### src/rtl/rv32i_types.sv
// Shared types for the RV32I memory subsystem: machine word, cacheline,
// and the state and grant encodings used by the I/D memory arbiter.
package rv32i_types;

  // Machine word; every address port carries one of these.
  typedef logic [31:0] rv32i_word;

  // Default cacheline width and the matching line type.
  localparam int unsigned LINE_W_DEFAULT = 256;
  typedef logic [LINE_W_DEFAULT-1:0] line_t;

  // Arbiter FSM states. The busy state also records which client owns
  // the adaptor, so the state register doubles as the granted-client latch.
  typedef enum logic [1:0] {
    IDLE   = 2'd0,
    I_BUSY = 2'd1,
    D_BUSY = 2'd2,
    RESP   = 2'd3
  } arb_state_t;

  // Client identity for round-robin bookkeeping and the response select.
  typedef enum logic {
    GRANT_I = 1'b0,
    GRANT_D = 1'b1
  } grant_t;

endpackage

### src/rtl/pmem_arbiter.sv
// Two-client cacheline arbiter placed between the I-cache / D-cache and the
// cacheline adaptor. One transaction is in flight at a time. Simultaneous
// requests are resolved round-robin. Every output comes straight from a
// register, so the adaptor and both caches see glitch-free strobes.
import rv32i_types::*;

module pmem_arbiter #(
  parameter int LINE_W = 256
) (
  input  logic              clk,
  input  logic              rst,

  input  rv32i_word         i_address,
  input  logic              i_read,
  output logic [LINE_W-1:0] i_rdata,
  output logic              i_resp,

  input  rv32i_word         d_address,
  input  logic              d_read,
  input  logic              d_write,
  input  logic [LINE_W-1:0] d_wdata,
  output logic [LINE_W-1:0] d_rdata,
  output logic              d_resp,

  output rv32i_word         mem_address,
  output logic              mem_read,
  output logic              mem_write,
  output logic [LINE_W-1:0] mem_wdata,
  input  logic [LINE_W-1:0] mem_rdata,
  input  logic              mem_resp
);

  arb_state_t        state_r;
  grant_t            last_grant_r;
  grant_t            client_r;
  rv32i_word         addr_r;
  logic [LINE_W-1:0] wdata_r;
  logic [LINE_W-1:0] line_buf_r;
  logic              mem_read_r;
  logic              mem_write_r;
  logic              i_resp_r;
  logic              d_resp_r;

  logic              req_i_s;
  logic              req_d_s;
  logic              grant_i_s;
  logic              grant_d_s;

  // Decide which client, if any, wins the adaptor on this IDLE cycle.
  always_comb begin
    req_i_s   = i_read;
    req_d_s   = d_read | d_write;
    grant_i_s = 1'b0;
    grant_d_s = 1'b0;
    if (state_r == IDLE) begin
      if (req_i_s && req_d_s) begin
        // Tie: serve whichever client did not get the previous grant.
        if (last_grant_r == GRANT_D) begin
          grant_i_s = 1'b1;
        end else begin
          grant_d_s = 1'b1;
        end
      end else if (req_i_s) begin
        grant_i_s = 1'b1;
      end else if (req_d_s) begin
        grant_d_s = 1'b1;
      end else begin
        grant_i_s = 1'b0;
        grant_d_s = 1'b0;
      end
    end else begin
      // Busy or responding: requests are ignored until we are back in IDLE.
      grant_i_s = 1'b0;
      grant_d_s = 1'b0;
    end
  end

  // FSM, request latching, line buffer and registered outputs.
  always_ff @(posedge clk) begin
    if (rst) begin
      state_r      <= IDLE;
      last_grant_r <= GRANT_D;
      client_r     <= GRANT_D;
      addr_r       <= 32'h0000_0000;
      wdata_r      <= {LINE_W{1'b0}};
      line_buf_r   <= {LINE_W{1'b0}};
      mem_read_r   <= 1'b0;
      mem_write_r  <= 1'b0;
      i_resp_r     <= 1'b0;
      d_resp_r     <= 1'b0;
    end else begin
      case (state_r)
        IDLE: begin
          i_resp_r <= 1'b0;
          d_resp_r <= 1'b0;
          if (grant_i_s) begin
            state_r      <= I_BUSY;
            last_grant_r <= GRANT_I;
            client_r     <= GRANT_I;
            addr_r       <= i_address;
            wdata_r      <= {LINE_W{1'b0}};
            mem_read_r   <= 1'b1;
            mem_write_r  <= 1'b0;
          end else if (grant_d_s) begin
            state_r      <= D_BUSY;
            last_grant_r <= GRANT_D;
            client_r     <= GRANT_D;
            addr_r       <= d_address;
            wdata_r      <= d_wdata;
            // A simultaneous read and write request is a writeback.
            mem_read_r   <= ~d_write;
            mem_write_r  <= d_write;
          end else begin
            state_r     <= IDLE;
            mem_read_r  <= 1'b0;
            mem_write_r <= 1'b0;
          end
        end

        I_BUSY, D_BUSY: begin
          // Address, data and strobes hold until the adaptor completes.
          if (mem_resp) begin
            state_r     <= RESP;
            line_buf_r  <= mem_rdata;
            mem_read_r  <= 1'b0;
            mem_write_r <= 1'b0;
            i_resp_r    <= (client_r == GRANT_I);
            d_resp_r    <= (client_r == GRANT_D);
          end else begin
            state_r <= state_r;
          end
        end

        RESP: begin
          // The completion pulse lasts exactly this one cycle.
          state_r  <= IDLE;
          i_resp_r <= 1'b0;
          d_resp_r <= 1'b0;
        end

        default: begin
          state_r     <= IDLE;
          mem_read_r  <= 1'b0;
          mem_write_r <= 1'b0;
          i_resp_r    <= 1'b0;
          d_resp_r    <= 1'b0;
        end
      endcase
    end
  end

  // Both clients see the same line buffer; only their resp marks it valid.
  assign i_rdata     = line_buf_r;
  assign d_rdata     = line_buf_r;
  assign i_resp      = i_resp_r;
  assign d_resp      = d_resp_r;
  assign mem_address = addr_r;
  assign mem_read    = mem_read_r;
  assign mem_write   = mem_write_r;
  assign mem_wdata   = wdata_r;

endmodule

### config.mk
export PLATFORM = sky130hd
export DESIGN_NAME = pmem_arbiter
export DESIGN_NICKNAME = d
export VERILOG_FILES = /design/src/rtl/rv32i_types.sv /design/src/rtl/pmem_arbiter.sv
export SDC_FILE = /design/constraint.sdc
export NUM_CORES = 1
export LEC_CHECK = 0
export ABC_AREA = 1
export CORE_AREA = 2 2 540 542
export CTS_CLUSTER_DIAMETER = 150
export CTS_CLUSTER_SIZE = 28
export DETAILED_ROUTE_END_ITERATION = 10
export DIE_AREA = 0 0 542 544
export PLACE_DENSITY_LB_ADDON = 0.2
export SLEW_MARGIN = 20
export SYNTH_ARGS = -nofsm -noshare
export SYNTH_HDL_FRONTEND = slang
export SYNTH_SLANG_ARGS = --single-unit
export TNS_END_PERCENT = 50
### constraint.sdc
create_clock -name clk -period 1.7 [get_ports clk]
set_input_delay 0.425 -clock clk [delete_from_list [all_inputs] [get_ports clk]]
set_output_delay 0.425 -clock clk [all_outputs]
set_load 0.03 [all_outputs]
==> out/results.tsv <==
stage	metric	value	unit
grt	gr-usage-met1	12.0	%
synth	syn_area	22000	um^2
power_and_ir_drop	switching_share	46.9	%
synth	syn_area_per_cell	7.70	um^2
synth	yosys.area_share.simple	23.7	%
cts	cts_buffer_depth	3	
synth	synthArstFlopShare	0	%
min_path	holdCritStartpoint	rst	
routing	drtAntennaViolNets	0	
synth	yosys.area_share.xor_xnor	0	%
floorplanning	die_area	295000	um^2
routing	first_iter_violations	1125	
routing	vias	24664	
layout	seq_area	12200	um^2
timing	holdWs	41.9	ps
timing	finalHoldViolCount	0	
layout	area_growth	111	%
power_and_ir_drop	ir_drop	934	uV
grt	antenna_found_initial	80	
synth	postSynthCellCount	2860	
synth	synth-compound-area-share	11.9	%
synth	ys_seq_elements	551	
synth	synthMuxAreaShare	0	%
cts	clock_sinks	551	
routing	viasPerCell	3.09	
layout	layout_common_cells	buf_6, clkdlybuf4s50_1, nor2_1, nand2_1, dfxtp_2	
synth	synth_fp_nets	3443	
synth	synth_top_family_by_area	simple AND/OR/NAND/NOR gates	
grt	grt_max_degree	69	
power_and_ir_drop	clkPwrFrac	11.4	%
layout	fin_area	46400	um^2
place	post_dp_cell_area	40900	um^2
place	gp_congestion	0.808	
grt	grt-ovfl-total	0	
synth	synth_edf_count	0	
layout	layout_commonest_cell	buf_6	
min_path	hold_class	in -> reg	
timing	finalCriticalPeriod	1800	ps
cts	postCtsHoldBufs	0	
power_and_ir_drop	seq_power_share	26.9	%
power_and_ir_drop	p_sw	39.1	mW
synth	yosysUniqueCellTypes	21	
worst_setup_path	worstSetupStartpointType	register	
place	portBuffers	1385	
place	place_worst_setup_slack	-720	ps
worst_setup_path	startpoint	d_rdata[125]	
worst_setup_path	cp-end-kind	output pin	
grt	grtUsageTotal	10.7	%
worst_setup_path	cp.arrival	1380	ps
synth	ys.flop_type	dfxtp_1	
timing	fmax	554	MHz
floorplanning	initial_core_util	7.61	%
cts	insertion_delay	720	ps
cts	cts_tree	built	
power_and_ir_drop	comb_power_share	61.7	%
floorplanning	placeableCoreArea	289000	um^2
worst_setup_path	required	1270	ps
layout	nets	4730	
worst_setup_path	worstReg2RegStart	state_r[1]	
worst_setup_path	path_max_fanout	2	
timing	slew_violations	0	
timing	maxSlewHeadroom	71.9	%
layout	nFillCells	32554	
worst_setup_path	path_class	reg -> out	
routing	drtPass1Iterations	7	
timing	skew	26.8	ps
routing	wire_per_inst	22.2	um
cts	clk_pin_slew	120	ps
flow_run	maxCapViolations	0	
grt	grt_pass1_vias	23799	
power_and_ir_drop	cellInternalPower	44.4	mW
grt	gr-usage-met2	19.1	%
cts	cts_buffers	30	
grt	busiest_layer	met2	
timing	post-route-period-util	106	%
place	dpl.hpwl	141	mm
layout	multi_input_comb_area	8250	um^2
run_status	status	complete, but fails checks	
floorplanning	rows	198	
synth	synth-adder-area-share	0.0568	%
floorplanning	die_h	544	um
synth	synth_warnings	0	
timing	worst_slew_pin_slew	421	ps
layout	layout-drive-gt1-share	43.1	%
routing	wl	177	mm
timing	setup_viol	227	
routing	drcViolationCount	0	
run_status	violations	negative setup slack	
timing	rsz0062_at_grt	yes	
power_and_ir_drop	power_density	1800	nW/um^2
timing	fin_ws	-104	ps
cts	root_buffer	clkbuf_16	
floorplanning	io_pins	1386	
grt	grtUsageMet3	4.21	%
power_and_ir_drop	p_leak	17.9	nW
layout	final_core_util	16.0	%
floorplanning	die_w	542	um
synth	seq_area_frac_synth	50.1	%
cts	h-tree-depth	1	
grt	grt_pass1_wl	219	mm
## critical path, stage by stage (launching register included)
cell     delay (ps)
dfxtp_2         360
buf_6           140
buf_12          130
## metrics by stage
stage / instances / TNS, ps / power [mW]
global route: 7972 / -69550 / 88.3
floorplan: 2860 / 0 / 43.8
global placement: 7801 / -271970 / 65.7
finish: 7981 / -6380 / 83.5
detailed placement: 7801 / -280160 / 65.7
CTS: 7854 / -135590 / 77.9
## cell families after synthesis
kind of cell / Yosys count
buffers and inverters: 518
adders and majority gates: 1
AOI/OAI and AO/OA: 523
DFF: 551
and+or+nand+nor: 1267
## flip-flops by register name, summed over array words and instances, names as in the netlist
| name | count |
|---|---|
| d_rdata | 256 |
| mem_wdata | 256 |
| mem_address | 32 |
| state_r | 2 |
| client_r | 1 |
| d_resp | 1 |
| i_resp | 1 |
| mem_read | 1 |
| mem_write | 1 |
## cell usage after synthesis, types with 4 or more instances
library cell / instances / share of area [%]
nor2_1: 608 / 10
dfxtp_1: 551 / 50
nand2_1: 363 / 6.2
buf_4: 280 / 9.5
a21oi_1: 262 / 6.0
nand3_1: 261 / 5.9
o21ai_0: 255 / 5.8
buf_2: 106 / 2.4
clkbuf_1: 86 / 1.5
inv_1: 38 / 0.65
nand3b_1: 32 / 1.1
inv_2: 5 / 0.085
o21ai_1: 4 / 0.091
## power by group through the flow
stage | combinational, mW | clock [mW] | sequential [mW]
floorplan | 17.8 | 0 | 25.9
global placement | 45.4 | 0 | 20.4
detailed placement | 45.2 | 0 | 20.5
CTS | 45.6 | 10.2 | 22.1
global route | 54.8 | 10.5 | 22.9
finish | 51.5 | 9.52 | 22.4
## final timing paths
kind | end | slack (ps) | cells after the start
setup / recovery | d_rdata[125] | -100 | 2
hold / removal | d_rdata[41] | 40 | 4
setup reg to reg | d_rdata[130] | -30 | 9
hold reg to reg | mem_wdata[61] | 490 | 2
## area by class of cell
| cell class | instances | share of cell area (%) |
|---|---|---|
| Multi-Input combinational cell | 1793 | 17.8 |
| Sequential cell | 551 | 26.3 |
| Timing Repair Buffer | 1725 | 42.7 |
| Clock inverter | 17 | 0.547 |
| Antenna cell | 16 | 0.0863 |
| Clock buffer | 33 | 1.69 |
| Inverter | 43 | 0.504 |
| Tap cell | 3800 | 10.2 |
| Timing Repair inverter | 3 | 0.143 |
## layer usage
layer	up-vias	wire, um
met3	194	17000
met1	11655	66700
met4	28	3620
met5	-	190
met2	1149	89500
li1	11638	-
## repair_timing
item                                    in CTS  in global routing
buffers inserted                             4                 76
gates cloned                                 0                 37
endpoints found under the setup margin    1346               1348
pin swaps                                    0                 34
gates resized for setup                   4786                917
Power figures use the tool's default switching activity.
